--- src/rtl/cpu_pkg.sv ---
// Shared definitions for the 8-bit simple CPU: opcodes, ALU codes, sequencer states.
package cpu_pkg;

  localparam int PC_W_DEFAULT = 4;
  localparam int INSTR_W      = 8;

  localparam logic [2:0] OP_ADD  = 3'd0;
  localparam logic [2:0] OP_SUB  = 3'd1;
  localparam logic [2:0] OP_AND  = 3'd2;
  localparam logic [2:0] OP_OR   = 3'd3;
  localparam logic [2:0] OP_LOAD = 3'd4;
  localparam logic [2:0] OP_JMP  = 3'd5;
  localparam logic [2:0] OP_JZ   = 3'd6;
  localparam logic [2:0] OP_HALT = 3'd7;

  localparam logic [1:0] ALU_ADD = 2'd0;
  localparam logic [1:0] ALU_SUB = 2'd1;
  localparam logic [1:0] ALU_AND = 2'd2;
  localparam logic [1:0] ALU_OR  = 2'd3;

  typedef enum logic [1:0] {
    ST_FETCH   = 2'd0,
    ST_DECODE  = 2'd1,
    ST_EXECUTE = 2'd2,
    ST_HALT    = 2'd3
  } state_e;

  // ALU-class opcodes map onto the ALU control code; anything else defaults to ADD.
  function automatic logic [1:0] aluOpFor(input logic [2:0] opcode);
    case (opcode)
      OP_SUB:  return ALU_SUB;
      OP_AND:  return ALU_AND;
      OP_OR:   return ALU_OR;
      default: return ALU_ADD;
    endcase
  endfunction

endpackage

--- src/rtl/cpu_sequencer_pc_unit.sv ---
// pc_unit: program counter register with load and modulo-2^PC_W increment.
module pc_unit
  import cpu_pkg::*;
#(
  parameter int          PC_W     = PC_W_DEFAULT,
  parameter int unsigned RESET_PC = 0
) (
  input  logic            clk_i,
  input  logic            reset_n_i,
  input  logic            inc_i,
  input  logic            load_i,
  input  logic [PC_W-1:0] target_i,
  output logic [PC_W-1:0] pc_o
);

  logic [PC_W-1:0] pc_q;
  logic [PC_W-1:0] pc_d;

  // Load wins over increment; the all-ones value rolls over to zero naturally.
  always_comb begin
    pc_d = pc_q;
    if (load_i) begin
      pc_d = target_i;
    end else if (inc_i) begin
      pc_d = pc_q + PC_W'(1);
    end
  end

  always_ff @(posedge clk_i or negedge reset_n_i) begin
    if (!reset_n_i) begin
      pc_q <= PC_W'(RESET_PC);
    end else begin
      pc_q <= pc_d;
    end
  end

  assign pc_o = pc_q;

endmodule

--- src/rtl/cpu_sequencer.sv ---
// cpu_sequencer: fetch/decode/execute controller for the 8-bit CPU; owns PC and halt.
// Build macro CPU_SEQUENCER_SINGLE_STEP_EN holds each fetch until a step pulse.
module cpu_sequencer
  import cpu_pkg::*;
#(
  parameter int          PC_W     = PC_W_DEFAULT,
  parameter int unsigned RESET_PC = 0
) (
  input  logic               clk_i,
  input  logic               reset_n_i,
  output logic               imem_req_o,
  output logic [PC_W-1:0]    imem_addr_o,
  input  logic               imem_ack_i,
  input  logic [INSTR_W-1:0] imem_data_i,
  output logic [INSTR_W-1:0] ir_out_o,
  input  logic [2:0]         opcode_in_i,
  input  logic [3:0]         imm_in_i,
  input  logic               sel_in_i,
  input  logic               acc_zero_i,
  output logic [1:0]         alu_op_o,
  output logic               operand_sel_o,
  output logic               acc_we_o,
  output logic               acc_load_o,
  output logic [PC_W-1:0]    pc_out_o,
  output logic               halted_o,
  input  logic               step_i
);

  state_e             state_q;
  state_e             state_d;
  logic [INSTR_W-1:0] ir_q;
  logic [2:0]         opcode_q;
  logic [3:0]         imm_q;
  logic               sel_q;
  logic               imemReq_q;
  logic               imemReq_d;
  logic               fetchAccept;
  logic               pcInc;
  logic               pcLoad;
  logic [PC_W-1:0]    pcValue;
  logic [PC_W-1:0]    jumpTarget;

  // The request is a register, so it drops at reset and never follows the ack combinationally.
  assign fetchAccept = (state_q == ST_FETCH) && imemReq_q && imem_ack_i;
  assign jumpTarget  = PC_W'(imm_q);

  always_ff @(posedge clk_i or negedge reset_n_i) begin
    if (!reset_n_i) begin
      state_q <= ST_FETCH;
    end else begin
      state_q <= state_d;
    end
  end

  always_comb begin
    state_d = state_q;
    case (state_q)
      ST_FETCH:   if (fetchAccept) state_d = ST_DECODE;
      ST_DECODE:  state_d = ST_EXECUTE;
      ST_EXECUTE: state_d = (opcode_q == OP_HALT) ? ST_HALT : ST_FETCH;
      ST_HALT:    state_d = ST_HALT;
      default:    state_d = ST_FETCH;
    endcase
  end

  always_comb begin
    acc_we_o   = 1'b0;
    acc_load_o = 1'b0;
    alu_op_o   = ALU_ADD;
    halted_o   = 1'b0;
    pcInc      = 1'b0;
    pcLoad     = 1'b0;
    case (state_q)
      ST_EXECUTE: begin
        case (opcode_q)
          OP_ADD, OP_SUB, OP_AND, OP_OR: begin
            acc_we_o = 1'b1;
            alu_op_o = aluOpFor(opcode_q);
            pcInc    = 1'b1;
          end
          OP_LOAD: begin
            acc_we_o   = 1'b1;
            acc_load_o = 1'b1;
            pcInc      = 1'b1;
          end
          // Accumulator-indirect jumps are not supported and fall through as a NOP.
          OP_JMP: begin
            pcLoad = !sel_q;
            pcInc  = sel_q;
          end
          OP_JZ: begin
            pcLoad = !sel_q && acc_zero_i;
            pcInc  = !(!sel_q && acc_zero_i);
          end
          OP_HALT: begin
            pcInc = 1'b0;
          end
          default: begin
            pcInc = 1'b1;
          end
        endcase
      end
      ST_HALT: begin
        halted_o = 1'b1;
      end
      default: begin
        halted_o = 1'b0;
      end
    endcase
  end

`ifdef CPU_SEQUENCER_SINGLE_STEP_EN
  // A step is only honoured while already sitting in FETCH; pulses elsewhere are lost.
  always_comb begin
    imemReq_d = 1'b0;
    if (state_d == ST_FETCH) begin
      imemReq_d = (state_q == ST_FETCH) && (imemReq_q || step_i);
    end
  end
`else
  logic unusedStep;
  assign unusedStep = step_i;

  always_comb begin
    imemReq_d = (state_d == ST_FETCH);
  end
`endif

  always_ff @(posedge clk_i or negedge reset_n_i) begin
    if (!reset_n_i) begin
      ir_q      <= '0;
      opcode_q  <= OP_ADD;
      imm_q     <= '0;
      sel_q     <= 1'b0;
      imemReq_q <= 1'b0;
    end else begin
      imemReq_q <= imemReq_d;
      if (fetchAccept) begin
        ir_q <= imem_data_i;
      end
      if (state_q == ST_DECODE) begin
        opcode_q <= opcode_in_i;
        imm_q    <= imm_in_i;
        sel_q    <= sel_in_i;
      end
    end
  end

  pc_unit #(
    .PC_W     (PC_W),
    .RESET_PC (RESET_PC)
  ) uPcUnit (
    .clk_i     (clk_i),
    .reset_n_i (reset_n_i),
    .inc_i     (pcInc),
    .load_i    (pcLoad),
    .target_i  (jumpTarget),
    .pc_o      (pcValue)
  );

  assign imem_req_o    = imemReq_q;
  assign imem_addr_o   = pcValue;
  assign pc_out_o      = pcValue;
  assign ir_out_o      = ir_q;
  assign operand_sel_o = sel_q;

endmodule

--- config.mk ---
export PLATFORM = sky130hd
export DESIGN_NAME = cpu_sequencer
export DESIGN_NICKNAME = d
export VERILOG_FILES = /design/src/rtl/cpu_pkg.sv /design/src/rtl/cpu_sequencer_pc_unit.sv /design/src/rtl/cpu_sequencer.sv
export SDC_FILE = /design/constraint.sdc
export NUM_CORES = 1
export LEC_CHECK = 0
export CAP_MARGIN = 5
export CELL_PAD_IN_SITES_DETAIL_PLACEMENT = 1
export CELL_PAD_IN_SITES_GLOBAL_PLACEMENT = 1
export CORE_MARGIN = 2
export CORE_UTILIZATION = 36
export CTS_CLUSTER_SIZE = 20
export DETAILED_ROUTE_END_ITERATION = 8
export GPL_TIMING_DRIVEN = 0
export PLACE_DENSITY = 0.92
export REMOVE_ABC_BUFFERS = 1
export SETUP_SLACK_MARGIN = 0.15
export SLEW_MARGIN = 20
export SYNTH_ARGS = -nofsm -noshare
export SYNTH_HDL_FRONTEND = slang
export SYNTH_SLANG_ARGS = --single-unit
--- constraint.sdc ---
create_clock -name clk_i -period 3.66 [get_ports clk_i]
set_input_delay 0.366 -clock clk_i [delete_from_list [all_inputs] [get_ports clk_i]]
set_output_delay 0.366 -clock clk_i [all_outputs]
set_load 0.01 [all_outputs]
==> flow_metrics.py, run 1 <==
metrics = {
    "setup_path": {
        "worst_setup_path_start_kind": "register",
        "cpLargestDelayFamily": "simple AND/OR/NAND/NOR gates",
        "crit_path_end_kind": "output pin",
        "crit_path_top_delay_cell": "clkdlybuf4s50_1",
        "setup.worst_path.start": "state_q[0]",
        "timing.critical_path.fanout_max": 12,
        "critPathBufInv": 1,
        "setup.worst_path.class": "register to output pin",
        "cell_chain_of_the_critical_path": "nand2b_1 > nor4b_1 > clkdlybuf4s50_1",
        "worst_ep_required_time_ns": 3.29,
        "critical_path.reg2reg.startpoint": "state_q[0]",
        "slowest_delay_ns": 0.59,
        "worst_ep_arrival_time_ns": 2.10,
        "crit-reg2reg-capture": "operand_sel_o",
        "setup.reg_to_reg.worst_slack_ns": 2.02,
        "rr_worst_depth": 2,
    },
    "sta": {
        "fin_tns_setup_ns": 0,
        "max-slew-margin-rel_pct": 49.7,
        "grt_setup_unrepaired": "no",
        "timing_limited_maximum_frequency_mhz": 405,
        "timing.final.crit_share_pct": 67.5,
        "finalWorstPathRequiredPeriod_ns": 2.47,
        "final-hold-violation-count": 0,
        "timing_worst_slew_pin_value_ns": 0.753,
        "setup_viol": 0,
        "postLayoutSetupSlackWorst_ns": 1.19,
        "drv_slew": 0,
        "clock-skew-final_ns": 0.00331,
    },
    "placement": {
        "routabilityCongestion": 0.733,
        "preCtsSetupSlack_ns": 1.51,
        "port_buffers": 42,
        "dp.final_hpwl_um": 2070,
    },
    "routing": {
        "detailedRoute.firstPassIterationCount": 4,
        "routed_wirelength_normalized_by_instance_count_um": 15.0,
        "drt-total-wl_um": 2630,
        "detail-route-antenna-nets": 0,
        "routed_via_density": 4.95,
        "dr.first_iter.drc_count": 9,
        "overall_via_count_from_detail_route": 871,
        "drc_errors": 0,
    },
    "logic_synthesis": {
        "asyncSetResetFlopFracSynth_pct": 100,
        "synthSimpleGateAreaFrac_pct": 15.4,
        "synthFlopType": "dfrtp_1",
        "post_synth.cell_area_avg_um2": 12.5,
        "main_combinational_cell_family_by_area_after_synthesis": "simple AND/OR/NAND/NOR gates",
        "yosys_cell_types": 36,
        "synthAdderAreaFrac_pct": 1.06,
        "post_synth_inst_count": 95,
        "synth-compound-area-share_pct": 12.4,
        "ys_seq_elements": 23,
        "synth-xor-area-share_pct": 0,
        "synthMuxAreaShare_pct": 15.2,
        "synth-edff-count": 0,
        "ys_warn_count": 0,
        "sequential_to_total_area_share_from_yosys_stat_pct": 48.6,
        "post_synth_instance_area_um2": 1180,
    },
    "layout": {
        "antenna-diode-count": 0,
        "most-common-layout-cells": "41 x clkdlybuf4s50_1, 23 x dfrtp_1, 14 x mux2_2",
        "commonest_non_fill_non_tap_cell_in_the_layout": "clkdlybuf4s50_1",
        "finish.net_count": 155,
        "syn_to_final_growth_pct": 35.5,
        "utilization_pct": 51.7,
        "share_of_cells_above_drive_strength_1_pct": 18.9,
    },
    "global_route": {
        "grt_first_pass_wirelength_um": 4350,
        "first_global_vias": 934,
        "grt_use_total_pct": 16.2,
        "initial_antenna_violation_count": 0,
        "overflow": 0,
        "grt_start_max_net_pins": 24,
    },
    "clocking": {
        "worstSkewPairLatency_ns": 0.31,
        "clk_pin_slew_ns": 0.12,
        "ctsResizeCount": 0,
        "tritoncts": "done",
        "numClockSinks": 23,
        "cts-htree-levels": 1,
        "ctsRootBufferMaster": "clkbuf_4",
        "post_cts_setup_buffer_count": 0,
        "holdBufCountCts": 0,
        "cts_made_buffers": 3,
        "ctsLongestPathBuffers": 2,
    },
    "die": {
        "floorplan.die_area_um2": 3770,
        "initial_core_util_pct": 38.2,
        "placement_rows": 20,
        "core_outline_area_um2": 3100,
        "floorplan.die.height_um": 61.4,
        "floorplan.io_pins": 44,
        "dieWidth_um": 61.4,
    },
    "run_status": {
        "run_status": "finished clean",
    },
    "pwr": {
        "powerDensity_nw_per_um2": 823,
        "max-vdd-ir-drop_mv": 0.389,
        "report.power.total_w": 0.00132,
        "leakage_power_of_the_design_nw": 0.656,
    },
    "run": {
        "drv.max_cap_violation_count": 0,
    },
    "hold_path": {
        "min_path_type": "primary input to asynchronous set/reset pin",
    },
}
==> power by group <==
group          internal, W  switching, W
Clock            0.0000425     0.0000747
Combinational     0.000411      0.000273
Sequential        0.000379      0.000140
Total             0.000833      0.000488
==> synthesized netlist by cell type, types with 2 or more instances <==
library cell  number  area [um^2]
a21oi_1            4         20.0
a32oi_1            2         17.5
buf_4              5         37.5
buf_6              3         33.8
dfrtp_1           23          576
inv_1              3         11.3
mux2_1             2         22.5
mux2_2            14          158
nand2_1            3         11.3
nand2b_1           3         18.8
nor2_1             3         11.3
nor3b_1            2         15.0
o21ai_0            5         25.0
==> metal layers <==
| layer | wire, um | vias to the layer above | global-route usage (%) |
|---|---|---|---|
| li1 | - | 406 | - |
| met1 | 1050 | 438 | 19.4 |
| met2 | 1420 | 27 | 28.4 |
| met3 | 162 | 0 | 4.62 |
| met4 | 0 | 0 | 4.56 |
| met5 | 0 | - | 0 |
==> metrics by stage <==
| step | cells | cell area [um^2] | hold slack (ns) |
|---|---|---|---|
| 6_report | 176 | 1610 | 0.0129 |
| 5_1_grt | 176 | 1610 | 0.0178 |
| 4_1_cts | 176 | 1610 | 0.512 |
| 3_5_place_dp | 172 | 1580 | 0.482 |
| 3_3_place_gp | 172 | 1580 | 0.472 |
| 2_1_floorplan | 86 | 1110 | 0.0704 |
==> flip-flops by register name (all words and copies together) (netlist names) <==
| register | count |
|---|---|
| state_q | 2 |
| uPcUnit.pc_o | 4 |
| imem_req_o | 1 |
| opcode_q | 3 |
| ir_out_o | 8 |
| operand_sel_o | 1 |
| imm_q | 4 |
==> worst register-to-register path, stage by stage (launching register included) <==
cell and delay [ns]:
dfrtp_1 0.48, nor2b_1 0.65, mux2_2 0.41
==> final cells by class <==
| cell class | instances | area, um^2 |
|---|---|---|
| clock buffers | 4 | 26.3 |
| fillers | 339 | 1500 |
| inverters | 3 | 11.3 |
| multi-input cells | 60 | 522 |
| flip-flops and latches | 23 | 576 |
| well taps | 44 | 55.1 |
| repair buffers | 42 | 415 |
==> worst max path at each step <==
stage                       endpoint  slack [ns]  depth (start not counted)
after global routing      acc_load_o        1.02                          3
after global placement    acc_load_o        1.58                          3
final                     acc_load_o        1.19                          3
after detailed placement  acc_load_o        1.51                          3
after CTS                 acc_load_o        1.14                          3
after floorplan           acc_load_o        2.08                          2
==> logic make-up (layout without fill, tap and decap cells) <==
group,count (synthesis),after routing
multiplexers,16,16
adder cells (fa/ha/maj),1,1
AO/OA/AOI/OAI,19,19
flip-flops,23,23
AND/OR/NAND/NOR,24,24
buffers and inverters,12,49
(Power assumes the default switching activity.)
==> run 2: changes to the inputs <==
Settings changed: CORE_UTILIZATION 36 to 33, PLACE_DENSITY 0.92 to 0.86.
Clock period 3.66 ns to 2.5 ns, I/O delays scaled along.
==> run 2 against run 1 <==
  * Final area increased by 1.5%
  * Sequential power increased by 47%
  * Sequential cell count unchanged
  * Die area increased by 8.5%
  * Worst hold slack improved by 0.39 ns
  * Via count increased by 1.4%
==> flow_metrics.py, run 2 (synthesis gave the netlist of run 1 again) <==
metrics = {
    "setup_path": {
        "slowest_delay_ns": 0.60,
        "timing.critical_path.fanout_max": 12,
        "worst_ep_arrival_time_ns": 1.94,
        "worst_ep_required_time_ns": 2.25,
        "worst_setup_path_start_kind": "register",
        "setup.worst_path.class": "register to output pin",
        "crit_path_end_kind": "output pin",
        "cell_chain_of_the_critical_path": "nand2b_4 > nor4b_1 > clkdlybuf4s50_1",
        "crit_path_top_delay_cell": "clkdlybuf4s50_1",
    },
    "sta": {
        "timing_worst_slew_pin_value_ns": 0.733,
        "max-slew-margin-rel_pct": 51.0,
        "final-hold-violation-count": 0,
        "fin_tns_setup_ns": 0,
        "clock-skew-final_ns": 0.0119,
        "setup_viol": 0,
        "grt_setup_unrepaired": "no",
        "timing_limited_maximum_frequency_mhz": 457,
        "drv_slew": 0,
        "finalWorstPathRequiredPeriod_ns": 2.19,
        "timing.final.crit_share_pct": 87.5,
    },
    "clocking": {
        "clk_pin_slew_ns": 0.14,
        "post_cts_setup_buffer_count": 0,
        "tritoncts": "done",
        "cts-htree-levels": 1,
        "cts_made_buffers": 3,
        "ctsLongestPathBuffers": 2,
        "ctsRootBufferMaster": "clkbuf_4",
        "worstSkewPairLatency_ns": 0.33,
        "numClockSinks": 23,
    },
    "die": {
        "floorplan.die.height_um": 63.9,
        "core_outline_area_um2": 3390,
        "dieWidth_um": 63.9,
        "initial_core_util_pct": 35.0,
        "placement_rows": 21,
        "floorplan.io_pins": 44,
        "floorplan.die_area_um2": 4090,
    },
    "run_status": {
        "run_status": "finished clean",
    },
    "pwr": {
        "leakage_power_of_the_design_nw": 0.663,
        "powerDensity_nw_per_um2": 1200,
        "max-vdd-ir-drop_mv": 0.528,
    },
    "global_route": {
        "overflow": 0,
        "grt_first_pass_wirelength_um": 4570,
        "initial_antenna_violation_count": 0,
        "first_global_vias": 963,
        "grt_start_max_net_pins": 24,
        "grt_use_total_pct": 14.4,
    },
    "routing": {
        "overall_via_count_from_detail_route": 883,
        "dr.first_iter.drc_count": 10,
        "detail-route-antenna-nets": 0,
        "routed_via_density": 4.93,
        "drt-total-wl_um": 2740,
        "detailedRoute.firstPassIterationCount": 4,
        "drc_errors": 0,
        "routed_wirelength_normalized_by_instance_count_um": 15.3,
    },
    "placement": {
        "dp.final_hpwl_um": 2160,
        "port_buffers": 42,
        "routabilityCongestion": 0.694,
        "placedCellCount": 174,
    },
    "layout": {
        "syn_to_final_growth_pct": 37.5,
        "commonest_non_fill_non_tap_cell_in_the_layout": "clkdlybuf4s50_1",
        "fin_cells": 179,
        "most-common-layout-cells": "41 x clkdlybuf4s50_1, 23 x dfrtp_1, 14 x mux2_2",
        "share_of_cells_above_drive_strength_1_pct": 20.3,
        "fill_cells": 365,
        "largest_register_ff_count": 8,
        "finish.net_count": 156,
        "antenna-diode-count": 0,
    },
    "hold_path": {
        "min_path_type": "primary input to asynchronous set/reset pin",
    },
    "run": {
        "drv.max_cap_violation_count": 0,
    },
}
run 2: report_power, final:
part	internal (W)	switching, W	total [W]
logic	0.000612	0.000404	0.00102
clock network	0.0000613	0.000121	0.000183
registers	0.000555	0.000209	0.000764
total	0.00123	0.000734	0.00196
run 2: cell type report:
class	count	area (um^2)	area share, %
clock buffer	3	22.5	1.38
timing repair buffer	43	425	26.1
tap	46	57.6	3.53
clock inverter	1	7.51	0.461
inverter	3	11.3	0.691
multi-input combinational	60	529	32.5
sequential	23	576	35.3
run 2: per-layer routing:
metal / global-route usage, % / up-vias / wire length, um
met4: 5.71 / 0 / 38
met2: 27.0 / 31 / 1530
met3: 3.17 / 3 / 156
met1: 15.6 / 442 / 1010
met5: 0 / - / 0
li1: - / 407 / -
run 2: worst max-delay path: cells and delay by family (launching register included):
| family | cells | cell delay, ns |
|---|---|---|
| buf+inv | 1 | 0.60 |
| simple gates | 2 | 0.53 |
| flops | 1 | 0.48 |
run 2: what timing repair did:
item | 4_1_cts | 5_1_grt
hold buffers | 0 | 1
resized for setup | 1 | 1
setup endpoints to repair | 1 | 1
endpoints found under the hold margin | 0 | 23
run 2: metrics by stage:
stage	hold slack (ns)	setup WS (ns)	cell area, um^2	utilization [%]	total power (W)
6_report	0.402	0.314	1630	48.1	0.00196
4_1_cts	0.488	0.191	1620	47.8	0.00198
3_5_place_dp	0.487	0.492	1590	46.8	0.00179
5_1_grt	0.442	0.179	1630	48.1	0.00210
3_3_place_gp	0.473	0.531	1590	46.8	0.00172
2_1_floorplan	-0.0456	1.03	1110	-	0.00129
run 2: worst paths after layout:
check	cells after the start	to	from	slack, ns
setup / recovery	3	acc_load_o	state_q[0]	0.31
hold / removal	2	ir_out_o[7]	reset_n_i	0.40
setup reg to reg	2	opcode_q[0]	state_q[0]	0.84
hold reg to reg	1	imm_q[2]	imm_q[2]	0.51
max in group asynchronous	2	opcode_q[0]	reset_n_i	1.74
min in group clk_i	1	imm_q[2]	imm_q[2]	0.51
